## config.mk

```make
export PLATFORM = sky130hd
export DESIGN_NAME = ieee488_riot_bridge
export DESIGN_NICKNAME = d
export VERILOG_FILES = /design/src/rtl/ieee488_riot_bridge.sv
export SDC_FILE = /design/constraint.sdc
export NUM_CORES = 1
export LEC_CHECK = 0
export CORE_MARGIN = 2
export CORE_UTILIZATION = 44
export CTS_BUF_LIST = sky130_fd_sc_hd__clkbuf_8
export CTS_CLUSTER_DIAMETER = 50
export DETAILED_ROUTE_END_ITERATION = 8
export GPL_TIMING_DRIVEN = 0
export SLEW_MARGIN = 20
export SYNTH_ARGS = -nofsm -noshare
export SYNTH_HDL_FRONTEND = slang
export SYNTH_SLANG_ARGS = --single-unit
```

## constraint.sdc

```tcl
create_clock -name clk -period 1.7 [get_ports clk]
set_input_delay 0.255 -clock clk [delete_from_list [all_inputs] [get_ports clk]]
set_output_delay 0.255 -clock clk [all_outputs]
set_load 0.02 [all_outputs]
```

## src/rtl/ieee488_riot_bridge.sv

```systemverilog
// Glue between the 6532 RIOT ports and the IEEE-488 open-collector bus.
// Optional bus monitor outputs (mon_byte, mon_count) enabled by IEEE_BUS_MONITOR_EN.
module ieee488_riot_bridge #(
    parameter int unsigned FILT    = 3,
    parameter int unsigned TIMEOUT = 1024
) (
    input  logic        clk,
    input  logic        res_n,
    input  logic        ce,
    input  logic [7:0]  pa_out,
    output logic [7:0]  pa_in,
    input  logic [7:0]  pb_out,
    output logic [7:0]  pb_in,
    input  logic        bus_atn_i,
    input  logic        bus_dav_i,
    input  logic        bus_eoi_i,
    input  logic        bus_nrfd_i,
    input  logic        bus_ndac_i,
    input  logic [7:0]  bus_dio_i,
    output logic        bus_dav_o,
    output logic        bus_eoi_o,
    output logic        bus_nrfd_o,
    output logic        bus_ndac_o,
    output logic [7:0]  bus_dio_o,
    output logic        atn_irq_n
`ifdef IEEE_BUS_MONITOR_EN
    ,
    output logic [7:0]  mon_byte,
    output logic [15:0] mon_count
`endif
);

    localparam int unsigned NLINES    = 13;
    localparam logic [3:0]  FILT_LAST = 4'(FILT - 1);
    localparam logic [15:0] TO_LAST   = 16'(TIMEOUT - 1);

    typedef enum logic [1:0] {
        IDLE,
        ACKWAIT,
        ACKED,
        RELWAIT
    } state_t;

    // Line map: [7:0] DIO, [8] NDAC, [9] NRFD, [10] EOI, [11] DAV, [12] ATN
    logic [NLINES-1:0] raw_lines;
    logic [NLINES-1:0] sync1, sync2, filt;
    logic [3:0]        cnt [NLINES];

    logic        atn_f, dav_f, eoi_f, nrfd_f, ndac_f;
    logic [7:0]  dio_f;
    logic        atna;
    state_t      state, state_d;
    logic        force_ndac;
    logic [15:0] wd_cnt;
    logic        timeout;
    logic        unused_ok;

    assign raw_lines = {bus_atn_i, bus_dav_i, bus_eoi_i, bus_nrfd_i, bus_ndac_i, bus_dio_i};
    assign dio_f     = filt[7:0];
    assign ndac_f    = filt[8];
    assign nrfd_f    = filt[9];
    assign eoi_f     = filt[10];
    assign dav_f     = filt[11];
    assign atn_f     = filt[12];
    assign atna      = pb_out[0];
    assign unused_ok = &{1'b0, pb_out[7:6]};

    always_ff @(posedge clk or negedge res_n) begin
        if (!res_n) begin
            sync1 <= '1;
            sync2 <= '1;
        end else begin
            sync1 <= raw_lines;
            sync2 <= sync1;
        end
    end

    // A line's filtered value only moves after FILT consecutive mismatching ce-cycles
    always_ff @(posedge clk or negedge res_n) begin
        if (!res_n) begin
            filt <= '1;
            for (int unsigned i = 0; i < NLINES; i++) cnt[i] <= '0;
        end else if (ce) begin
            for (int unsigned i = 0; i < NLINES; i++) begin
                if (sync2[i] != filt[i]) begin
                    if (cnt[i] == FILT_LAST) begin
                        filt[i] <= sync2[i];
                        cnt[i]  <= '0;
                    end else begin
                        cnt[i] <= cnt[i] + 4'd1;
                    end
                end else begin
                    cnt[i] <= '0;
                end
            end
        end
    end

    always_ff @(posedge clk or negedge res_n) begin
        if (!res_n) state <= IDLE;
        else if (ce) state <= state_d;
    end

    // ATN edges take priority; the destination is chosen with the current ATNA
    always_comb begin
        state_d    = state;
        force_ndac = 1'b0;
        atn_irq_n  = 1'b1;
        case (state)
            IDLE: begin
                if (!atn_f) state_d = atna ? ACKED : ACKWAIT;
            end
            ACKWAIT: begin
                force_ndac = 1'b1;
                atn_irq_n  = 1'b0;
                if (atn_f)     state_d = atna ? RELWAIT : IDLE;
                else if (atna) state_d = ACKED;
            end
            ACKED: begin
                if (atn_f) state_d = RELWAIT;
            end
            RELWAIT: begin
                force_ndac = 1'b1;
                if (!atn_f)     state_d = atna ? ACKED : ACKWAIT;
                else if (!atna) state_d = IDLE;
            end
            default: state_d = IDLE;
        endcase
    end

    always_ff @(posedge clk or negedge res_n) begin
        if (!res_n) begin
            wd_cnt  <= '0;
            timeout <= 1'b0;
        end else if (ce) begin
            if (pb_out[4]) begin
                wd_cnt  <= '0;
                timeout <= 1'b0;
            end else if (!ndac_f) begin
                if (wd_cnt != '1) wd_cnt <= wd_cnt + 16'd1;
                if (wd_cnt == TO_LAST) timeout <= 1'b1;
            end
        end
    end

    always_ff @(posedge clk or negedge res_n) begin
        if (!res_n) begin
            bus_dav_o  <= 1'b1;
            bus_eoi_o  <= 1'b1;
            bus_nrfd_o <= 1'b1;
            bus_ndac_o <= 1'b1;
            bus_dio_o  <= '1;
            pa_in      <= '1;
            pb_in      <= 8'hBF;
        end else begin
            bus_dav_o  <= pb_out[4];
            bus_eoi_o  <= pb_out[3];
            bus_nrfd_o <= pb_out[1];
            bus_ndac_o <= pb_out[2] & ~force_ndac;
            bus_dio_o  <= (pb_out[5] & atn_f) ? pa_out : 8'hFF;
            pa_in      <= dio_f;
            pb_in      <= {atn_f, timeout, 1'b1, dav_f, eoi_f, ndac_f, nrfd_f, 1'b1};
        end
    end

`ifdef IEEE_BUS_MONITOR_EN
    logic dav_prev;

    always_ff @(posedge clk or negedge res_n) begin
        if (!res_n) begin
            dav_prev  <= 1'b1;
            mon_byte  <= '0;
            mon_count <= '0;
        end else begin
            dav_prev <= dav_f;
            if (dav_prev && !dav_f) begin
                mon_byte  <= dio_f;
                mon_count <= mon_count + 16'd1;
            end
        end
    end
`endif

endmodule
```

==> metrics.cfg, run 1 <==
[sta]
clock_skews_ps=9.71
worst_slew_pin_slew_ps=542
period_utilization_post_route=0.955
setup_viol=0
timing_hold_violations_final=0
unrepaired_setup_endpoints_after_global_routing=false
timing_max_transition_violations_final=0
max_freq_mhz=616
final.min_clock_period_ps=1620
slew_headroom=0.637

[yosys]
netlist_top_cells_count=sky130_fd_sc_hd__dfrtp_1, sky130_fd_sc_hd__dfstp_2, sky130_fd_sc_hd__o21ai_0
netlist-cell-type-count=53
synth_area_leader_cell=sky130_fd_sc_hd__dfrtp_1
post_synth_inst_count=518
mappedNetlistArea_um2=6010
ys_ff_latch=136
synth.yosys.seq_area_share=0.580
predominant_post_synthesis_flop_cell=sky130_fd_sc_hd__dfrtp_1
ys_async_sr_fraction=1.00
yosysWarnings=0
number_of_flops_mapped_to_enable_cells_by_yosys=0
yosysMostFrequentCell=sky130_fd_sc_hd__dfrtp_1
synth_top_area_share=0.300
synth_area_leaders=sky130_fd_sc_hd__dfrtp_1, sky130_fd_sc_hd__dfstp_2, sky130_fd_sc_hd__ha_1
synth.avg_cell_area_um2=11.6

[cells_and_area]
final_cells=788
post-route-cell-area_um2=7380
n_antenna_cell=0
layout-drive-gt1-share=0.261
syn2layout_area_growth_pct=22.8
layout.nets=650

[worst_hold_path]
min_path_type=in -> reg

[clock_network]
tritoncts=built
ctsRootBufferMaster=sky130_fd_sc_hd__clkbuf_8
total_clock_buffers_created_by_cts=17
worstSkewPairLatency_ps=460
clkSinkCount=136
clk_pin_slew_worst_paths_ps=70
cts_max_path_buffers=2
h_tree_level_count=4

[power]
power_per_cell_area_nw_per_um2=1530
power.share.combinational=0.269
internal_power_mw=7.60
power.share.clock=0.254
sequentialPowerShare=0.477
worst_ir_drop_vdd_mv=0.757
power.static_leakage_nw=3.16
p_sw_frac=0.327
power.net_switching_mw=3.69

[grt]
wire_length_of_the_first_global_routing_pass_mm=20.8
global_route.usage.total=0.184
number_of_global_route_vias_before_repair=4362
grt_overflow=0
antenna_found_initial=0
largest_net_degree_at_the_start_of_global_routing=85

[critical_path]
critical_path_required_ps=2040
worst_setup_path_end_kind=flip-flop
path_class=reg -> reg
startpoint_type=flip-flop
critical_path_arrival_ps=1960
crit_fanout=6

[detailed_routing]
drt_drc_violations_left=0
routed_wire_length_per_instance_um=15.7
dr_total_vias=4275
first_pass_iters=5
drt_iter0_markers=265
via_per_inst=5.43
postRouteWirelength_mm=12.4
final_antenna_net_count=0

[floorplan]
row_count=42
initial_utilization=0.452
placeableCoreArea_um2=13300
design.die.area_um2=14600
i_o_pin_count=61
die_x_um=121
vert_die_dim_um=121

[placed_design]
gpl.final_weighted_congestion=0.806
detailed_place.area_um2=6830
port_buffers=56
dpl.cell_count=752
hpwl_mm=8.11

[outcome]
run_status=finished, final reports clean

[flow_run]
max_cap_viol_count=0

kinds of logic (layout without fill, tap and decap cells):
group,after synthesis,count (layout),share of synthesized area
adders and majority gates,19,19,0.0396
other,1,2,0.000624
and+or+nand+nor,175,175,0.167
DFF,136,136,0.580
muxes,22,22,0.0410
AOI/OAI and AO/OA,120,120,0.131
buffers and inverters,32,125,0.0216
xor gates and xnor gates,13,13,0.0189
flip-flops by register name (all words and copies together), names as in the netlist, 2 cells and up:
signal     cells
bus_dio_o      8
state          2
cnt           52
sync2         13
pb_in          6
filt          13
pa_in          8
sync1         13
wd_cnt        16
per-layer routing:
metal	track usage	vias to the layer above	wire length (µm)
met5	0	-	0
li1	-	2038	-
met4	0.0843	0	242
met2	0.305	77	6150
met3	0.0470	24	424
met1	0.225	2136	5540
cell type report:
class	count	area, µm²
Inverter	15	56.3
Sequential cell	136	3490
Buffer	16	91.3
Tap cell	176	220
Multi-Input combinational cell	351	2490
Timing Repair Buffer	62	606
Fill cell	1194	5910
Clock inverter	12	156
Clock buffer	20	275
metrics by stage:
step	setup TNS [ps]	utilization	setup slack (ps)	total power [mW]	hold WS (ps)
after CTS	0	0.550	4.79	11.4	167
final	0	0.555	76.3	11.3	193
after detailed placement	-46880	0.514	-956	8.53	198
after floorplan	0	-	154	7.37	-40.6
after global placement	-609920	0.511	-4940	8.33	346
after global routing	0	0.555	6.38	12.1	169
worst max-delay path, cell delays in order (launching register included):
cell	delay [ps]
sky130_fd_sc_hd__dfrtp_1	470
sky130_fd_sc_hd__nand4_4	170
sky130_fd_sc_hd__nor4_4	410
sky130_fd_sc_hd__a21oi_4	140
sky130_fd_sc_hd__mux2_4	320
layout by cell type, fill, tap and decap left out, types with 19 or more instances in the layout:
| cell type | instances |
|---|---|
| sky130_fd_sc_hd__dfrtp_1 | 68 |
| sky130_fd_sc_hd__dfstp_2 | 64 |
| sky130_fd_sc_hd__o21ai_0 | 31 |
| sky130_fd_sc_hd__nor3_1 | 27 |
| sky130_fd_sc_hd__clkdlybuf4s50_1 | 27 |
| sky130_fd_sc_hd__nand2_1 | 26 |
| sky130_fd_sc_hd__dlygate4sd2_1 | 26 |
| sky130_fd_sc_hd__a21oi_1 | 25 |
| sky130_fd_sc_hd__clkbuf_8 | 20 |
| sky130_fd_sc_hd__nand3_1 | 19 |
timing repair:
| item | 4_1_cts | 5_1_grt |
|---|---|---|
| setup buffers | 2 | 2 |
| pin swaps | 1 | 1 |
| endpoints found under the setup margin | 75 | 45 |
| cloned | 0 | 0 |
| resized for setup | 46 | 19 |
| hold endpoints to repair | 13 | 0 |
| hold buffers | 1 | 0 |
final timing paths:
check                      cells after the start         to        from  slack (ps)
setup / recovery                               4  wd_cnt[0]   wd_cnt[9]          80
hold / removal                                 1   sync1[9]  bus_nrfd_i         190
setup reg to reg                               4  wd_cnt[0]   wd_cnt[9]          80
hold reg to reg                                0   sync2[2]    sync1[2]         360
max in group asynchronous                      3   sync2[9]       res_n         630
min in group asynchronous                      2    cnt[40]       res_n         300
power by group through the flow:
stage | Sequential [mW] | Combinational (mW) | Clock, mW
4_1_cts | 5.37 | 3.04 | 2.97
5_1_grt | 5.54 | 3.43 | 3.10
2_1_floorplan | 5.45 | 1.91 | 0
3_5_place_dp | 5.40 | 3.12 | 0
3_3_place_gp | 5.35 | 2.98 | 0
6_report | 5.39 | 3.04 | 2.87
Note: power is estimated with default switching activity, not from simulation.
==> run 2, diff against run 1 <==
RECOVER_POWER = 100   (was default)
==> run 2 against run 1 <==
Net effect:
- first-iteration DRC count up 3.0%
- worst setup slack improved by 2.0 ps
- non-clock buffer count unchanged
- final cell count stayed put
- sequential share of layout area rose by 0.27 points
- routed wire length shrank 0.15%
- final area is 0.56% lower
- largest cell class unchanged
- fmax rose by 0.12%
==> metrics.cfg, run 2 (synthesized netlist as in run 1, its figures left out) <==
[critical_path]
crit_fanout=6
path_class=reg -> reg
worst_setup_path_end_kind=flip-flop
critical_path_required_ps=2040
startpoint_type=flip-flop
critical_path_arrival_ps=1960

[sta]
final.min_clock_period_ps=1620
timing_max_transition_violations_final=0
max_freq_mhz=617
fin_hold_ws_ps=278
unrepaired_setup_endpoints_after_global_routing=false
period_utilization_post_route=0.954
timing_hold_violations_final=0
slew_headroom=0.482
clock_skews_ps=9.71
worst_slew_pin_slew_ps=777
setup_viol=0

[clock_network]
h_tree_level_count=4
ctsRootBufferMaster=sky130_fd_sc_hd__clkbuf_8
total_clock_buffers_created_by_cts=17
cts_max_path_buffers=2
clk_pin_slew_worst_paths_ps=70
worstSkewPairLatency_ps=460
clkSinkCount=136
tritoncts=built

[placed_design]
hpwl_mm=8.11
dpl.cell_count=752
port_buffers=56
gpl.final_weighted_congestion=0.806

[cells_and_area]
layout.cells.most_common=sky130_fd_sc_hd__dfrtp_1
n_antenna_cell=0
final_cells=788
layout.core_utilization=0.552
multi_input_comb_area_um2=2490
register_area_um2=3490
fillers=1203
top_library_cells_by_usage_in_the_layout_fill_and_taps_aside=sky130_fd_sc_hd__dfrtp_1, sky130_fd_sc_hd__dfstp_2, sky130_fd_sc_hd__o21ai_0, sky130_fd_sc_hd__nor3_1
largest_registers=cnt: 52 flops, wd_cnt: 16 flops
layout-drive-gt1-share=0.237
layout.nets=650
syn2layout_area_growth_pct=22.1
largest_register_ffs=52
top_register=cnt

[worst_hold_path]
min_path_type=in -> reg

[grt]
global_route.usage.total=0.184
number_of_global_route_vias_before_repair=4362
antenna_found_initial=0
largest_net_degree_at_the_start_of_global_routing=85
wire_length_of_the_first_global_routing_pass_mm=20.8
grt_overflow=0

[detailed_routing]
dr_total_vias=4286
drt_drc_violations_left=0
routed_wire_length_per_instance_um=15.7
postRouteWirelength_mm=12.3
drt_iter0_markers=273
via_per_inst=5.44
final_antenna_net_count=0
first_pass_iters=4

[power]
power_per_cell_area_nw_per_um2=1530
power.static_leakage_nw=3.11
worst_ir_drop_vdd_mv=0.755

[floorplan]
placeableCoreArea_um2=13300
vert_die_dim_um=121
design.die.area_um2=14600
die_x_um=121
i_o_pin_count=61
initial_utilization=0.452
row_count=42

[outcome]
run_status=finished, final reports clean

[flow_run]
max_cap_viol_count=0

==> run 2: cell types whose count changed in the layout (fill, tap and decap cells not counted), sizes merged <==
cell           change
dlymetal6s2s       -2
clkdlybuf4s50     -16
buf                -2
dlygate4sd3       +16
clkbuf             +4
==> run 2: through the flow <==
step                total power, mW  area [µm²]  setup WS, ps  setup TNS (ps)
floorplan                      7.37        6010           154               0
global placement               8.33        6800         -4940         -609920
detailed placement             8.53        6830          -956          -46880
CTS                            11.4        7310          4.79               0
global route                   12.0        7340          4.90               0
finish                         11.2        7340          78.3               0
==> run 2: cell type report <==
cell class,count,area share
Sequential cell,136,0.475
Multi-Input combinational cell,351,0.339
Timing Repair Buffer,62,0.0779
Clock buffer,20,0.0375
Tap cell,176,0.0300
Clock inverter,12,0.0213
Buffer,16,0.0114
Inverter,15,0.00767
==> run 2: layer usage <==
metal / global-route usage / vias to the layer above / share of wire
li1: - / 2034 / -
met3: 0.0470 / 24 / 0.036
met5: 0 / - / 0
met1: 0.225 / 2146 / 0.44
met2: 0.305 / 82 / 0.50
met4: 0.0843 / 0 / 0.020
==> run 2: repair_timing <==
| action | in CTS | in global routing |
|---|---|---|
| setup endpoints to repair | 75 | 45 |
| pin swaps | 1 | 1 |
| gates resized for setup | 46 | 19 |
| hold endpoints to repair | 13 | 0 |
| buffers inserted | 2 | 2 |
| hold buffers | 1 | 0 |
==> run 2: critical path: stages (launching register included) <==
cell                      delay, ps
sky130_fd_sc_hd__dfrtp_1        470
sky130_fd_sc_hd__nand4_4        170
sky130_fd_sc_hd__nor4_4         410
sky130_fd_sc_hd__a21oi_4        140
sky130_fd_sc_hd__mux2_4         320
==> run 2: power breakdown <==
part | internal, mW | switching, mW | total (mW) | leakage [nW]
clock | 1.69 | 1.18 | 2.87 | 0.236
combinational | 1.44 | 1.58 | 3.02 | 1.25
sequential | 4.41 | 0.938 | 5.34 | 1.62
==> run 2: path summary, 6_finish.rpt <==
check,start,end,slack (ps),cells after the start
min in group asynchronous,res_n,cnt[40],300,2
hold reg to reg,sync1[2],sync2[2],360,0
max in group asynchronous,res_n,wd_cnt[8],280,3
setup reg to reg,wd_cnt[9],wd_cnt[0],80,4
setup / recovery,wd_cnt[9],wd_cnt[0],80,4
hold / removal,ce,cnt[39],280,3
==> run 3, diff against run 2 <==
CAP_MARGIN = 0   (was default)
==> results of run 3 <==
Same layout as run 2: the final DEF is identical, and so are final timing and power.
